`src/rtl/hazard_ctrl.sv`:
```
// Stall/flush controller for the IF/ID and ID/EX pipeline registers and the PC.
// Optional performance counters are enabled by defining HAZARD_PERF_EN.
module hazard_ctrl #(
  parameter int unsigned MD_LATENCY = 4,
  parameter int unsigned CNT_W      = 32
) (
  input  logic             clk,
  input  logic             reset,
  input  logic [4:0]       id_rs,
  input  logic [4:0]       id_rt,
  input  logic             id_use_rs,
  input  logic             id_use_rt,
  input  logic             id_hilo,
  input  logic             id_jump,
  input  logic             ex_memrd,
  input  logic [4:0]       ex_rt,
  input  logic             ex_md,
  input  logic             ex_branch_taken,
  output logic             pc_hold,
  output logic             if_id_hold,
  output logic             if_id_null,
`ifdef HAZARD_PERF_EN
  output logic             id_ex_null,
  output logic             md_busy,
  output logic [CNT_W-1:0] stall_cycles,
  output logic [CNT_W-1:0] flush_count
`else
  output logic             id_ex_null,
  output logic             md_busy
`endif
);

  if (MD_LATENCY < 1 || MD_LATENCY > 15 || CNT_W < 1) begin : g_param_check
    $error("hazard_ctrl: MD_LATENCY must be 1..15 and CNT_W at least 1");
  end

  localparam logic [3:0] MdReload = 4'(MD_LATENCY - 1);

  logic [3:0] md_cnt_q, md_cnt_d;
  logic       load_use, md_hazard, stall;

  // Every output is gated by reset so the pipeline sees no controls while reset is low.
  always_comb begin
    load_use  = ex_memrd && (ex_rt != 5'd0) &&
                ((id_use_rs && (id_rs == ex_rt)) || (id_use_rt && (id_rt == ex_rt)));
    md_busy   = reset && (ex_md || (md_cnt_q != 4'd0));
    md_hazard = id_hilo && md_busy;
    stall     = reset && (load_use || md_hazard);

    pc_hold    = 1'b0;
    if_id_hold = 1'b0;
    if_id_null = 1'b0;
    id_ex_null = 1'b0;
    if (reset) begin
      if (ex_branch_taken) begin
        if_id_null = 1'b1;
        id_ex_null = 1'b1;
      end else if (stall) begin
        pc_hold    = 1'b1;
        if_id_hold = 1'b1;
        id_ex_null = 1'b1;
      end else if (id_jump) begin
        if_id_null = 1'b1;
      end
    end
  end

  always_comb begin
    md_cnt_d = md_cnt_q;
    if (ex_md) begin
      md_cnt_d = MdReload;
    end else if (md_cnt_q != 4'd0) begin
      md_cnt_d = md_cnt_q - 4'd1;
    end
  end

  always_ff @(posedge clk or negedge reset) begin
    if (!reset) begin
      md_cnt_q <= 4'd0;
    end else begin
      md_cnt_q <= md_cnt_d;
    end
  end

`ifdef HAZARD_PERF_EN
  logic [CNT_W-1:0] stall_cycles_q, stall_cycles_d;
  logic [CNT_W-1:0] flush_count_q, flush_count_d;

  always_comb begin
    stall_cycles_d = stall_cycles_q;
    flush_count_d  = flush_count_q;
    if (stall && !ex_branch_taken && (stall_cycles_q != '1)) begin
      stall_cycles_d = stall_cycles_q + 1'b1;
    end
    if ((ex_branch_taken || (id_jump && !stall)) && (flush_count_q != '1)) begin
      flush_count_d = flush_count_q + 1'b1;
    end
  end

  always_ff @(posedge clk or negedge reset) begin
    if (!reset) begin
      stall_cycles_q <= '0;
      flush_count_q  <= '0;
    end else begin
      stall_cycles_q <= stall_cycles_d;
      flush_count_q  <= flush_count_d;
    end
  end

  assign stall_cycles = stall_cycles_q;
  assign flush_count  = flush_count_q;
`endif

endmodule

```
`config.mk`:
```
export PLATFORM = sky130hd
export DESIGN_NAME = hazard_ctrl
export DESIGN_NICKNAME = d
export VERILOG_FILES = /design/src/rtl/hazard_ctrl.sv
export SDC_FILE = /design/constraint.sdc
export NUM_CORES = 1
export LEC_CHECK = 0
export CORE_AREA = 5 5 42 44
export CTS_CLUSTER_DIAMETER = 100
export DETAILED_ROUTE_END_ITERATION = 8
export DIE_AREA = 0 0 47 49
export HOLD_SLACK_MARGIN = 0.15
export PLACE_DENSITY = 0.84
export SYNTH_ARGS = -nofsm -noshare
export SYNTH_HDL_FRONTEND = slang
export SYNTH_SLANG_ARGS = --single-unit
export TNS_END_PERCENT = 1
```
`constraint.sdc`:
```
create_clock -name clk -period 3.08 [get_ports clk]
set_input_delay 0.924 -clock clk [delete_from_list [all_inputs] [get_ports clk]]
set_output_delay 0.924 -clock clk [all_outputs]
set_load 0.05 [all_outputs]
```
==> results of run 1 <==
[worst max-delay path: stages]
cell,delay [ns]
dlygate4sd2_1,0.23
xor2_1,0.14
nor4_2,0.29
a32oi_2,0.10
buf_4,0.17
o21ai_4,0.21
buf_12,0.16
[synth_stat cells (all sizes together)]
cell type  number  area [um2]
xor2            8        70.1
nand2           6        22.5
dfrtp           4         100
o21ai           4        20.0
nor2            3        11.3
o21a            3        30.0
xnor2           3        26.3
buf             2        12.5
inv             2        7.51
nand2b          2        12.5
nor3            2        15.0
nor4            2        12.5
a21oi           1        5.00
a221o           1        10.0
a32oi           1        8.76
and2            1        6.26
ha              1        12.5
mux2            1        11.3
nor2b           1        6.26
or3             1        6.26
or3b            1        8.76
or4             1        7.51
[area by class of cell]
class                      instances  area, um2  share of cell area [%]
inverter                           2       7.51                   0.878
sequential                         4        100                    11.7
timing repair buffer              36        363                    42.5
clock buffer                       3       22.5                    2.64
tap                               16       20.0                    2.34
multi-input combinational         43        342                    40.0
[cell families (layout without fill, tap and decap cells)]
family / Yosys count / count (layout) / synth area share, %
mux: 1 / 1 / 2.66
fa+ha+maj: 1 / 1 / 2.96
flops: 4 / 4 / 23.7
xor+xnor: 11 / 11 / 22.8
compound gates: 10 / 10 / 17.5
buf+inv: 4 / 41 / 4.73
simple gates: 20 / 20 / 25.7
[path summary, 6_finish.rpt]
check | end | startpoint | slack, ns | depth (start not counted)
hold reg to reg | md_cnt_q[1] | md_cnt_q[1] | 0.55 | 2
min in group asynchronous | md_cnt_q[1] | reset | 1.08 | 2
setup / recovery | if_id_hold | id_rs[4] | -0.08 | 7
setup reg to reg | md_cnt_q[1] | md_cnt_q[0] | 1.59 | 5
max in group asynchronous | md_cnt_q[3] | reset | 1.90 | 2
hold / removal | md_cnt_q[1] | md_cnt_q[1] | 0.55 | 2
[power by group through the flow]
stage          logic [mW]  registers (mW)  clock network (mW)
5_1_grt             0.145          0.0670              0.0711
6_report            0.134          0.0662              0.0618
4_1_cts             0.134          0.0663              0.0657
2_1_floorplan      0.0647          0.0655                   0
3_3_place_gp        0.129          0.0666                   0
3_5_place_dp        0.134          0.0669                   0
[metrics by stage]
step	area (um2)	utilization, %	hold slack, ns	std cells
finish	855	61.0	0.546	104
detailed placement	821	58.6	0.538	99
global route	855	61.0	0.583	104
floorplan	438	-	0.499	51
global placement	821	58.6	0.537	99
CTS	852	60.8	0.552	104
[layer usage]
layer	global-route usage [%]	up-vias	wire, um
li1	-	253	-
met1	12.7	239	453
met2	22.9	33	671
met3	5.54	4	164
met4	6.91	0	25
met5	0	-	0
[timing repair]
action,CTS,global route
endpoints found under the setup margin,4,4
setup buffers,2,0
pin swaps,10,10
gates resized for setup,39,9
==> flow_metrics.py, run 1 <==
metrics = {
    "power_and_ir_drop": {
        "seq_power_share_pct": 25.2,
        "power_density_mw_per_mm2": 307,
        "p_sw_mw": 0.0873,
        "clockPowerShare_pct": 23.6,
        "power_mw": 0.262,
        "peakVddDrop_mv": 0.169,
        "netSwitchingFraction_pct": 33.3,
        "p_leak_nw": 0.384,
        "p_comb_share_pct": 51.2,
        "p_int_mw": 0.175,
    },
    "placement": {
        "post-place-ws_ns": -0.533,
        "io_buffers": 28,
        "place_hpwl_mm": 1.12,
        "gp_congestion": 0.826,
    },
    "routing": {
        "viasPerCell": 5.09,
        "drt_iter0_drc": 8,
        "wl_mm": 1.31,
        "first_pass_iters": 4,
        "wl_per_cell_um": 12.6,
        "drc": 0,
        "dr_total_vias": 529,
        "ant_nets": 0,
    },
    "critical_path": {
        "critPathCaptureType": "primary output",
        "worstPathArrival_ns": 2.24,
        "worst_ep_required_time_ns": 2.16,
        "worstSetupStartpointType": "primary input",
        "critPathKind": "in -> out",
        "crit_fanout": 2,
    },
    "run_status": {
        "violations": "setup timing",
        "status": "complete, but fails checks",
    },
    "sta": {
        "max_slew.worst_pin.slew_ns": 0.302,
        "finalCritPeriodShare_pct": 103,
        "relSlewSlack_pct": 79.7,
        "setup_ws_ns": -0.0817,
        "fmax_mhz": 316,
        "setup-violations-final": 4,
        "rsz0062_at_grt": "true",
        "hold_viol": 0,
        "drv_slew": 0,
        "skew_ns": 0.000614,
        "min_period_ns": 3.16,
        "tns_ns": -0.275,
    },
    "cells_and_area": {
        "top_regs": "md_cnt_q (4)",
        "layout_commonest_cell": "clkdlybuf4s50_1",
        "largest_reg_flops": 4,
        "antenna_cells": 0,
        "area_delta_synth_final_pct": 102,
        "drive_above_1_share_pct": 38.6,
        "fill_cells": 116,
        "regMostFlops": "md_cnt_q",
        "nets": 115,
        "final_cell_mix": "9 x clkdlybuf4s50_1, 8 x xor2_1, 7 x buf_4",
    },
    "clocking": {
        "clock-sinks": 4,
        "cts_tree": "done",
        "htree_levels": 1,
        "clock_path_buffers": 2,
        "clock_latency_ns": 0.23,
        "cts-root-buf": "clkbuf_4",
        "cts_inserted_buffers": 3,
        "cts.clk_slew.worst_paths_ns": 0.03,
        "postCtsHoldBufs": 0,
    },
    "job": {
        "drv_cap": 0,
    },
    "yosys": {
        "syn-cell-area_um2": 423,
        "syn_avg_cell_area_um2": 8.29,
        "yosysUniqueCellTypes": 26,
        "syn_nets": 76,
        "syn_inst": 51,
        "ys_ff_latch": 4,
        "ys_seq_area_share_pct": 23.7,
        "yosysWarnings": 0,
    },
    "grt": {
        "grt_first_pass_wirelength_mm": 2.22,
        "first_global_vias": 571,
        "antenna_found_initial": 0,
        "grt_max_degree": 7,
        "grt_overflow": 0,
        "grt_util_all_layers_pct": 13.3,
    },
    "floorplanning": {
        "die_height_um": 49,
        "die_x_um": 47,
        "core_area_mm2": 0.00140,
        "die_area_mm2": 0.00230,
        "floorplan.initialDensity_pct": 30.2,
        "boundaryPins": 29,
        "core.rowCount": 14,
    },
    "min_path": {
        "hold_class": "reg -> reg",
    },
}
Power figures use the tool's default switching activity.
==> run 2: changes to the inputs <==
- SLEW_MARGIN: not set -> 10
==> results of run 2 <==
Same layout as run 1: the final DEF is identical, and so are final timing and power.
==> run 3: changes to the inputs <==
- CAP_MARGIN: not set -> 0
- CTS_BUF_LIST: not set -> sky130_fd_sc_hd__clkbuf_8
- SETUP_SLACK_MARGIN: not set -> 0.1
==> run 3 against run 2 <==
Compared with the run above:
- the run still ends with setup timing left
- hold slack improved by 0.0038 ns
- first-iteration DRC count fell by 25%
- count of clock-buffer cells in the layout did not move
- cell area rose by 2.2%
- utilization rose by 1.3 points
- maximum frequency fell by 0.41%
- sequential cell count did not move
- total power rose by 17%
- sequential power barely moved
- cell count did not move
- clock skew rose by 0.0011 ns
- via count rose by 1.1%
==> flow_metrics.py, run 3 (synthesis gave the netlist of run 1 again) <==
metrics = {
    "run_status": {
        "status": "complete, but fails checks",
        "violations": "setup timing",
    },
    "cells_and_area": {
        "fin_area_um2": 873,
        "largest_reg_flops": 4,
        "layout_commonest_cell": "clkdlybuf4s50_1",
        "top_regs": "md_cnt_q (4)",
        "fin_util_pct": 62.3,
        "regMostFlops": "md_cnt_q",
        "area_delta_synth_final_pct": 107,
        "antenna_cells": 0,
        "final_cell_mix": "9 x clkdlybuf4s50_1, 8 x xor2_1, 7 x buf_4",
        "nets": 115,
        "drive_above_1_share_pct": 38.6,
    },
    "critical_path": {
        "crit_chain": "buf_2, xor2_1, nor4_2, a32oi_2, buf_4, o21ai_4, buf_12",
        "worstPathArrival_ns": 2.25,
        "worstSetupStartpointType": "primary input",
        "critPathKind": "in -> out",
        "timing.critical_path.buf_inv": 3,
        "worst_ep_required_time_ns": 2.16,
        "path_delay_family": "buffers and inverters",
        "critPathCaptureType": "primary output",
        "crit_fanout": 2,
        "cpPeakStageDelay_ns": 0.35,
        "cp_slowest_cell": "nor4_2",
    },
    "sta": {
        "max_slew.worst_pin.slew_ns": 0.303,
        "min_period_ns": 3.17,
        "skew_ns": 0.00168,
        "finalCritPeriodShare_pct": 103,
        "setup-violations-final": 4,
        "relSlewSlack_pct": 79.6,
        "setup_ws_ns": -0.0948,
        "hold_slack_ns": 0.550,
        "rsz0062_at_grt": "true",
        "tns_ns": -0.319,
        "hold_viol": 0,
        "fmax_mhz": 315,
        "drv_slew": 0,
    },
    "grt": {
        "grt_first_pass_wirelength_mm": 2.23,
        "first_global_vias": 571,
        "grtUsageMet3_pct": 6.64,
        "grt_overflow": 0,
        "grt_util_all_layers_pct": 13.5,
        "top_usage_layer": "met2",
        "grtUsageMet2_pct": 22.9,
        "grt_max_degree": 7,
        "met1_usage_pct": 12.7,
        "antenna_found_initial": 0,
    },
    "clocking": {
        "htree_levels": 1,
        "cts-root-buf": "clkbuf_8",
        "postCtsHoldBufs": 0,
        "cts_inserted_buffers": 3,
        "cts_tree": "done",
        "clock_latency_ns": 0.21,
        "cts.clk_slew.worst_paths_ns": 0.03,
        "clock_path_buffers": 2,
        "clock-sinks": 4,
    },
    "power_and_ir_drop": {
        "p_leak_nw": 0.392,
        "power_density_mw_per_mm2": 353,
        "power_mw": 0.308,
        "peakVddDrop_mv": 0.203,
    },
    "floorplanning": {
        "die_x_um": 47,
        "boundaryPins": 29,
        "core.rowCount": 14,
        "core_area_mm2": 0.00140,
        "die_area_mm2": 0.00230,
        "floorplan.initialDensity_pct": 30.2,
        "die_height_um": 49,
    },
    "routing": {
        "wl_mm": 1.33,
        "dr_total_vias": 535,
        "ant_nets": 0,
        "viasPerCell": 5.14,
        "drc": 0,
        "wl_per_cell_um": 12.8,
        "first_pass_iters": 4,
        "drt_iter0_drc": 6,
    },
    "placement": {
        "place_hpwl_mm": 1.12,
        "gp_congestion": 0.826,
        "placed_area_um2": 821,
        "io_buffers": 28,
    },
    "job": {
        "drv_cap": 0,
    },
    "min_path": {
        "hold_class": "reg -> reg",
    },
}
## run 3: cell count changes in the layout (fill, tap and decap cells not counted)
cell	delta
clkbuf_4	-3
clkbuf_8	+3
## run 3: per-stage QoR
| step | cells | setup slack [ns] |
|---|---|---|
| 4_1_cts | 104 | -0.107 |
| 3_5_place_dp | 99 | -0.533 |
| 2_1_floorplan | 51 | -0.0543 |
| 5_1_grt | 104 | -0.140 |
| 6_report | 104 | -0.0948 |
| 3_3_place_gp | 99 | -0.496 |
## run 3: metal layers
| metal | wire length [um] | vias to the layer above |
|---|---|---|
| li1 | - | 253 |
| met1 | 459 | 242 |
| met2 | 663 | 36 |
| met3 | 166 | 4 |
| met4 | 38 | 0 |
| met5 | 0 | - |
## run 3: worst register-to-register path: cells and delay by family (launching register included)
kind,cells,cell delay (ns)
and+or+nand+nor,2,0.53
DFF,1,0.39
AOI/OAI and AO/OA,1,0.20
adders and majority gates,1,0.19
buffers and inverters,1,0.07
## run 3: final cells by class
cell class                 instances  area [um2]
clock buffer                       3        41.3
fill                             115         528
inverter                           2        7.51
multi-input combinational         43         342
sequential                         4         100
tap                               16        20.0
timing repair buffer              36         363
## run 3: final timing paths
kind | startpoint | to | slack, ns | cells past startpoint
setup reg to reg | md_cnt_q[0] | md_cnt_q[1] | 1.58 | 5
setup / recovery | id_rt[2] | if_id_hold | -0.09 | 7
hold reg to reg | md_cnt_q[0] | md_cnt_q[0] | 0.55 | 2
hold / removal | md_cnt_q[0] | md_cnt_q[0] | 0.55 | 2
max in group asynchronous | reset | md_cnt_q[3] | 1.88 | 2
min in group asynchronous | reset | md_cnt_q[1] | 1.10 | 2
## run 3: repair_timing
item,4_1_cts,5_1_grt
pin swaps,10,10
setup endpoints to repair,4,4
gates resized for setup,39,9
gates cloned,0,0
buffers inserted,2,0
## run 3: report_power, final
| group | switching (mW) | internal, mW |
|---|---|---|
| clock network | 0.0242 | 0.0830 |
| registers | 0.00595 | 0.0605 |
| logic | 0.0633 | 0.0709 |
